--- src/rtl/burger_pkg.sv ---
// Shared types and screen geometry for the burger stage: ingredient states,
// sweep sequencer states and the bound-RAM addressing constants.
package burger_pkg;

   typedef enum logic [1:0] {
      ING_REST  = 2'd0,
      ING_FALL  = 2'd1,
      ING_PLATE = 2'd2
   } ing_state_t;

   typedef enum logic [2:0] {
      SW_IDLE   = 3'd0,
      SW_WALK   = 3'd1,
      SW_ISSUE  = 3'd2,
      SW_WAIT   = 3'd3,
      SW_UPDATE = 3'd4
   } sweep_state_t;

   localparam int SCREEN_W  = 640;
   localparam int ING_W     = 32;
   localparam int ING_H     = 8;
   localparam int SEG_COUNT = 4;
   localparam int CHEF_SZ   = 16;
   localparam int BOUND_AW  = 19;

   // Probe point below the ingredient's horizontal centre.
   localparam int PROBE_DY  = 6;
   localparam int PROBE_DX  = ING_W / 2;

   function automatic logic [7:0] sat_add8(input logic [7:0] a, input logic [7:0] b);
      logic [8:0] sum;
      sum = {1'b0, a} + {1'b0, b};
      return sum[8] ? 8'hFF : sum[7:0];
   endfunction

endpackage

--- src/rtl/bound_addr_gen.sv ---
// Stage-bound RAM address for the pixel under a sprite: (y+6)*640 + x+16,
// wrapped to the RAM address width. Shared with the chef ladder lookups.
module bound_addr_gen
   import burger_pkg::*;
(
   input  logic [9:0]          x,
   input  logic [9:0]          y,
   output logic [BOUND_AW-1:0] addr
);

   logic [BOUND_AW-1:0] row_base;

   always_comb begin
      row_base = (BOUND_AW'(y) + BOUND_AW'(PROBE_DY)) * BOUND_AW'(SCREEN_W);
      addr     = row_base + BOUND_AW'(x) + BOUND_AW'(PROBE_DX);
   end

endmodule

--- src/rtl/ingredient_bank.sv ---
// Bank of N_ING burger ingredients. Each frame tick starts a fixed-length sweep
// that walks, probes the bound RAM, then falls/stacks/plates one ingredient at a time.
module ingredient_bank
   import burger_pkg::*;
#(
   parameter int                  N_ING     = 4,
   parameter logic [10*N_ING-1:0] START_X   = {N_ING{10'd32}},
   parameter logic [10*N_ING-1:0] START_Y   = {10'd236, 10'd188, 10'd140, 10'd92},
   parameter logic [9:0]          END_Y     = 10'd360,
   parameter int                  FALL_STEP = 2,
   parameter int                  MIN_DROP  = 8,
   parameter int                  RD_LAT    = 1
) (
   input  logic                  Clk,
   input  logic                  Reset_n,
   input  logic                  frame_tick,
   input  logic [9:0]            chef_x,
   input  logic [9:0]            chef_y,
   output logic [BOUND_AW-1:0]   bound_addr,
   input  logic                  bound_q,
   output logic [10*N_ING-1:0]   ing_x,
   output logic [10*N_ING-1:0]   ing_y,
   output logic [N_ING-1:0]      falling,
   output logic [N_ING-1:0]      plated,
   output logic                  score_evt,
   output logic                  busy,
   output logic                  overrun
);

   localparam int IW = (N_ING > 1) ? $clog2(N_ING) : 1;
   localparam logic [IW-1:0] LAST_IDX = IW'(N_ING - 1);

   sweep_state_t        fsm_reg;
   logic [IW-1:0]       idx_reg;
   logic [1:0]          wait_cnt_reg;
   logic                busy_reg;
   logic                overrun_reg;
   logic                score_reg, score_next;
   logic [BOUND_AW-1:0] bound_addr_reg, probe_addr;

   logic [9:0]          x_arr    [N_ING];
   logic [9:0]          y_reg    [N_ING];
   logic [9:0]          y_next   [N_ING];
   ing_state_t          st_reg   [N_ING];
   ing_state_t          st_next  [N_ING];
   logic [3:0]          seg_reg  [N_ING];
   logic [3:0]          seg_next [N_ING];
   logic [7:0]          dist_reg [N_ING];
   logic [7:0]          dist_next[N_ING];
   // Ingredients that became FALL during this sweep; they first move next sweep.
   logic [N_ING-1:0]    hold_reg, hold_next;
   logic [N_ING-1:0]    falling_reg, plated_reg;

   logic [9:0]          cur_x, cur_y;
   logic [10:0]         chef_cx, chef_foot, next_y;
   logic                walk_hit;
   logic [1:0]          walk_seg;
   logic [3:0]          walk_mask;
   logic                stack_hit;
   logic [9:0]          stack_y;
   logic [IW-1:0]       stack_j;

   genvar gi;
   generate
      for (gi = 0; gi < N_ING; gi++) begin : g_ing
         assign x_arr[gi]              = START_X[10*gi +: 10];
         assign ing_x[10*gi +: 10]     = x_arr[gi];
         assign ing_y[10*gi +: 10]     = y_reg[gi];
      end
   endgenerate

   assign cur_x = x_arr[idx_reg];
   assign cur_y = y_reg[idx_reg];

   bound_addr_gen u_addr (
      .x    (cur_x),
      .y    (cur_y),
      .addr (probe_addr)
   );

   // Chef foot-centre against the current ingredient's top edge.
   always_comb begin
      chef_cx   = {1'b0, chef_x} + 11'(CHEF_SZ / 2);
      chef_foot = {1'b0, chef_y} + 11'(CHEF_SZ);
      walk_hit  = (chef_foot == {1'b0, cur_y}) &&
                  (chef_cx >= {1'b0, cur_x}) &&
                  (chef_cx <  {1'b0, cur_x} + 11'(ING_W));
      walk_seg  = 2'((chef_cx - {1'b0, cur_x}) >> 3);
      walk_mask = seg_reg[idx_reg] | (4'b0001 << walk_seg);
      next_y    = {1'b0, cur_y} + 11'(FALL_STEP);
   end

   // Nearest settled ingredient below the current one in the same column.
   always_comb begin
      stack_hit = 1'b0;
      stack_y   = '0;
      stack_j   = '0;
      for (int j = 0; j < N_ING; j++) begin
         if ((IW'(j) != idx_reg) && (x_arr[j] == cur_x) &&
             (st_reg[j] == ING_REST || st_reg[j] == ING_PLATE) &&
             (y_reg[j] > cur_y) && ({1'b0, y_reg[j]} <= next_y + 11'(ING_H)) &&
             (!stack_hit || y_reg[j] < stack_y)) begin
            stack_hit = 1'b1;
            stack_y   = y_reg[j];
            stack_j   = IW'(j);
         end
      end
   end

   always_comb begin
      y_next     = y_reg;
      st_next    = st_reg;
      seg_next   = seg_reg;
      dist_next  = dist_reg;
      hold_next  = hold_reg;
      score_next = 1'b0;
      case (fsm_reg)
         SW_IDLE: begin
            if (frame_tick) hold_next = '0;
         end
         SW_WALK: begin
            if (st_reg[idx_reg] == ING_REST && walk_hit) begin
               if (walk_mask == 4'hF) begin
                  st_next[idx_reg]   = ING_FALL;
                  seg_next[idx_reg]  = 4'h0;
                  dist_next[idx_reg] = 8'd0;
                  hold_next[idx_reg] = 1'b1;
               end else begin
                  seg_next[idx_reg]  = walk_mask;
               end
            end
         end
         SW_UPDATE: begin
            if (st_reg[idx_reg] == ING_FALL && !hold_reg[idx_reg]) begin
               if (next_y >= {1'b0, END_Y}) begin
                  y_next[idx_reg]  = END_Y;
                  st_next[idx_reg] = ING_PLATE;
                  score_next       = 1'b1;
               end else if (stack_hit) begin
                  y_next[idx_reg]    = stack_y - 10'(ING_H);
                  st_next[idx_reg]   = ING_REST;
                  dist_next[idx_reg] = 8'd0;
                  if (st_reg[stack_j] == ING_REST) begin
                     st_next[stack_j]   = ING_FALL;
                     dist_next[stack_j] = 8'd0;
                     hold_next[stack_j] = 1'b1;
                  end
               end else if (bound_q && dist_reg[idx_reg] >= 8'(MIN_DROP)) begin
                  st_next[idx_reg]   = ING_REST;
                  dist_next[idx_reg] = 8'd0;
               end else begin
                  y_next[idx_reg]    = next_y[9:0];
                  dist_next[idx_reg] = sat_add8(dist_reg[idx_reg], 8'(FALL_STEP));
               end
            end
         end
         default: ;
      endcase
   end

   always_ff @(posedge Clk or negedge Reset_n) begin
      if (!Reset_n) begin
         fsm_reg        <= SW_IDLE;
         idx_reg        <= '0;
         wait_cnt_reg   <= 2'd0;
         busy_reg       <= 1'b0;
         overrun_reg    <= 1'b0;
         score_reg      <= 1'b0;
         bound_addr_reg <= '0;
         hold_reg       <= '0;
         falling_reg    <= '0;
         plated_reg     <= '0;
         for (int k = 0; k < N_ING; k++) begin
            y_reg[k]    <= START_Y[10*k +: 10];
            st_reg[k]   <= ING_REST;
            seg_reg[k]  <= 4'h0;
            dist_reg[k] <= 8'd0;
         end
      end else begin
         for (int k = 0; k < N_ING; k++) begin
            y_reg[k]       <= y_next[k];
            st_reg[k]      <= st_next[k];
            seg_reg[k]     <= seg_next[k];
            dist_reg[k]    <= dist_next[k];
            falling_reg[k] <= (st_next[k] == ING_FALL);
            plated_reg[k]  <= (st_next[k] == ING_PLATE);
         end
         hold_reg    <= hold_next;
         score_reg   <= score_next;
         overrun_reg <= frame_tick && (fsm_reg != SW_IDLE);
         case (fsm_reg)
            SW_IDLE: begin
               if (frame_tick) begin
                  busy_reg <= 1'b1;
                  idx_reg  <= '0;
                  fsm_reg  <= SW_WALK;
               end
            end
            SW_WALK: begin
               fsm_reg <= SW_ISSUE;
            end
            SW_ISSUE: begin
               bound_addr_reg <= probe_addr;
               wait_cnt_reg   <= 2'd0;
               fsm_reg        <= SW_WAIT;
            end
            SW_WAIT: begin
               if (wait_cnt_reg == 2'(RD_LAT - 1)) fsm_reg <= SW_UPDATE;
               else wait_cnt_reg <= wait_cnt_reg + 2'd1;
            end
            SW_UPDATE: begin
               if (idx_reg == LAST_IDX) begin
                  busy_reg <= 1'b0;
                  fsm_reg  <= SW_IDLE;
               end else begin
                  idx_reg  <= idx_reg + 1'b1;
                  fsm_reg  <= SW_WALK;
               end
            end
            default: fsm_reg <= SW_IDLE;
         endcase
      end
   end

   assign bound_addr = bound_addr_reg;
   assign falling    = falling_reg;
   assign plated     = plated_reg;
   assign score_evt  = score_reg;
   assign busy       = busy_reg;
   assign overrun    = overrun_reg;

endmodule

--- config.mk ---
export PLATFORM = sky130hd
export DESIGN_NAME = ingredient_bank
export DESIGN_NICKNAME = d
export VERILOG_FILES = /design/src/rtl/burger_pkg.sv /design/src/rtl/bound_addr_gen.sv /design/src/rtl/ingredient_bank.sv
export SDC_FILE = /design/constraint.sdc
export NUM_CORES = 1
export LEC_CHECK = 0
export CAP_MARGIN = 5
export CORE_ASPECT_RATIO = 1.2
export CORE_MARGIN = 2
export CORE_UTILIZATION = 45
export DETAILED_ROUTE_END_ITERATION = 7
export DONT_BUFFER_PORTS = 1
export GPL_TIMING_DRIVEN = 0
export REMOVE_ABC_BUFFERS = 1
export SYNTH_ARGS = -nofsm -noshare
export SYNTH_HDL_FRONTEND = slang
export SYNTH_HIERARCHICAL = 1
export SYNTH_SLANG_ARGS = --single-unit
--- constraint.sdc ---
create_clock -name Clk -period 13.6 [get_ports Clk]
set_input_delay 2.04 -clock Clk [delete_from_list [all_inputs] [get_ports Clk]]
set_output_delay 2.04 -clock Clk [all_outputs]
set_load 0.01 [all_outputs]
==> implementation parameters <==
Parameter                              Value

STA
  Worst hold slack    473.8 ps
  Setup Viol. Count Final    0
  Actual slew at the worst max-slew pin    1089 ps
  Aggregate negative setup slack    0 ps
  Final clock skew    15.39 ps
  Final Hold Vio Count    0
  Min setup slack post-route    726.4 ps
  Final max-slew violation count    0
  Worst-case headroom to the max-slew limit    27.42%
  Top achievable clock speed    77.68 MHz
  Final cycle utilization of the critical path    94.66%
  Fin crit period    12870 ps

Final layout
  Number of diodes added for antenna fixing    0
  Most used cells in the layout excluding fill and tap cells    ha_1, nand2_1, dfrtp_1
  Area growth from synthesis to layout    7.727%
  Most common cell after layout, fill and taps aside    ha_1
  Nets@finish    1407
  Share of cells above drive strength 1    13.34%
  Largest register FFs    40
  Fill cell count    2410

Detailed routing
  DRT antenna net count    0
  DR pass1 iterations    5
  Average vias per placed instance    6.147
  Residual DRC count    0
  Total number of vias    9768
  Routed WL per cell    22.09 um
  Total Wirelength    35100 um
  Violation count after the first detailed-routing iteration    505

Pwr
  Largest vdd supply drop    0.0001222 V
  Standby leakage power    5.651 nW
  Design internal power    1.708 mW
  Share of power burned in the clock network    13.7%
  Switching fraction of total power    50.65%
  Power share of the combinational group    67.1%
  Part of the total power dissipated in sequential elements    19.2%
  Power per unit of standard cell area    275.6 mW/mm^2
  Sw power    1.753 mW

Global routing
  Pin count of the biggest net entering global routing    134
  Number of antenna violations at the first check in global routing    0
  Vias in the first global route    9812
  Overall global routing resource usage    26.55%
  Wire length of the first global-routing pass    55310 um
  Total congestion overflow    0

Setup path
  Worst-case register-to-register setup slack    730 ps
  Crit Path Category    reg2reg
  Critical Path End Type    register
  Maximum fanout along the worst path    24
  Nature of the critical path startpoint    register
  Cell occurring most often along the worst timing path    a21o_1
  Data required time of the worst path    13970 ps
  Delay of the slowest critical-path stage    610 ps
  Dominant delay contributor by cell family on the critical path    compound AO/OA/AOI/OAI gates
  Bufs and invs on worst path    3
  Data arrival time of the critical path    13240 ps
  Cell with the biggest individual delay on the critical path    dfrtp_4

Clocking
  Number of buffers added by the clock tree synthesis step    17
  Clock slew at the register clock pins of the worst setup and hold paths    60 ps
  Clock tree from TritonCTS    built
  Clock sinks    133
  Library cell used as clock root buffer    clkbuf_16
  Buffers from clock root to sink, at most    2
  Max H-tree Level    4
  Worst skew pair latency    440 ps

Placement
  Routability congestion estimate from global placement    0.9506
  Port Buffers    0
  Placed wire-length estimate after detailed placement    26460 um
  DP Worst Slack    259.5 ps

Synthesis
  Synthesis-stage register bit count    133
  Number of cells produced by synthesis    1240
  Synthesized cell area    0.01166 mm^2
  Count of synthesis-stage warnings from yosys    6
  Mean instance size in the synthesized netlist    9.402 um^2
  Synth unique cells    100
  Sequential area share after synthesis    28.73%
  Synth Flop Type    dfrtp_1
  EDFF count, synth    0
  Async SR Flop Fraction    100.0%

Run
  Max-capacitance violation count    0

Floorplan
  Die outline area    0.02722 mm^2
  Number of primary I/O pins    134
  Die outline width    150.9 um
  Starting density of the core    45.78%
  Core outline area    0.02546 mm^2
  Height of the die    180.3 um
  Number of standard-cell rows in the floorplan    64

Min path
  Hold crit path type    reg2reg

Run status
  Outcome    completed
-- cells in the mapped netlist, types with 4 or more instances --
library cell	number	area, um^2
o21a_1	9	67.56
nor2b_1	10	62.56
or3_1	12	75.07
dfrtp_1	116	2903
o211a_1	6	60.06
a21o_1	32	240.2
nor4_1	8	50.05
a211oi_1	4	30.03
inv_1	60	225.2
xnor2_1	40	350.3
and2_1	10	62.56
a311oi_1	4	35.03
or2_2	5	31.28
xor2_1	23	201.4
and4_1	5	43.79
o21ai_0	71	355.3
a21oi_1	55	275.3
o2111ai_1	4	35.03
mux4_2	24	540.5
ha_1	136	1702
buf_2	4	20.02
nor2_1	73	274.0
a31oi_1	12	75.07
buf_4	47	352.8
mux2i_1	11	110.1
a22oi_1	6	45.04
nand3_1	24	120.1
nand4_1	21	131.4
nand4b_1	4	35.03
o41ai_1	5	43.79
mux2_2	41	461.7
nand3b_1	4	30.03
a22o_1	35	306.5
nand2b_1	6	37.54
o22ai_1	6	37.54
o211ai_1	16	120.1
clkbuf_1	21	78.83
dfstp_2	17	446.7
and3_1	11	68.82
o21bai_1	5	37.54
nor3_1	24	120.1
nand2_1	120	450.4
o21ai_1	6	30.03
-- kinds of logic after synthesis --
group / synth area share, %
flops: 28.73
mux: 9.541
other cells: 0.06442
buf+inv: 6.321
fa+ha+maj: 14.77
simple gates: 15.38
compound gates: 20.19
xor+xnor: 5.012
-- metal layers --
layer  GRT usage (%)  wire length (um)  up-vias
met3           4.481              2182      110
met2           42.71             16520      361
met5               0                 0        -
li1                -                 -     4541
met4           13.57              1908        0
met1           34.19             14490     4756
-- worst register-to-register path, delay by kind of cell, from the launching register on --
kind,cells,cell delay [ps]
DFF,1,610
xor gates and xnor gates,3,1140
adders and majority gates,6,2000
AOI/OAI and AO/OA,26,4790
and+or+nand+nor,10,2510
muxes,4,1420
buffers and inverters,3,340
-- power groups by stage --
stage	Combinational, mW	Clock, mW	Sequential, mW
finish	2.32	0.475	0.666
global route	2.58	0.501	0.677
CTS	2.29	0.485	0.663
detailed placement	2.27	0	0.670
global placement	2.18	0	0.687
floorplan	1.70	0	0.608
-- per-stage QoR --
stage               total power [mW]  utilization [%]  instance area, um^2  instances
floorplan                      2.311                -                11360       1218
global placement               2.869            46.24                11770       1548
detailed placement             2.942            46.76                11910       1554
CTS                            3.435            49.12                12510       1586
global route                   3.757            49.32                12560       1589
finish                         3.461            49.32                12560       1589
-- cell type report --
cell class / count / area [um^2] / share of cell area (%)
clock inverters: 12 / 153.9 / 1.225
flip-flops and latches: 133 / 3354 / 26.71
inverters: 61 / 229.0 / 1.823
repair buffers: 9 / 131.4 / 1.046
clock buffers: 20 / 446.7 / 3.556
multi-input cells: 1024 / 7831 / 62.35
well taps: 330 / 412.9 / 3.288
-- repair_timing --
item	CTS	global route
hold buffers	0	0
setup endpoints to repair	0	9
endpoints found under the hold margin	0	0
gates resized for setup	0	6
setup buffers	0	2
-- final timing paths --
path                       startpoint         end  cells after the start
setup / recovery           idx_reg[0]   ing_y[27]                     52
hold / removal             seg_reg[1]  seg_reg[1]                      2
setup reg to reg           idx_reg[0]   ing_y[27]                     52
hold reg to reg            seg_reg[1]  seg_reg[1]                      2
max in group asynchronous     Reset_n    ing_y[6]                      0
min in group asynchronous     Reset_n   ing_y[30]                      0
(Power assumes the default switching activity.)
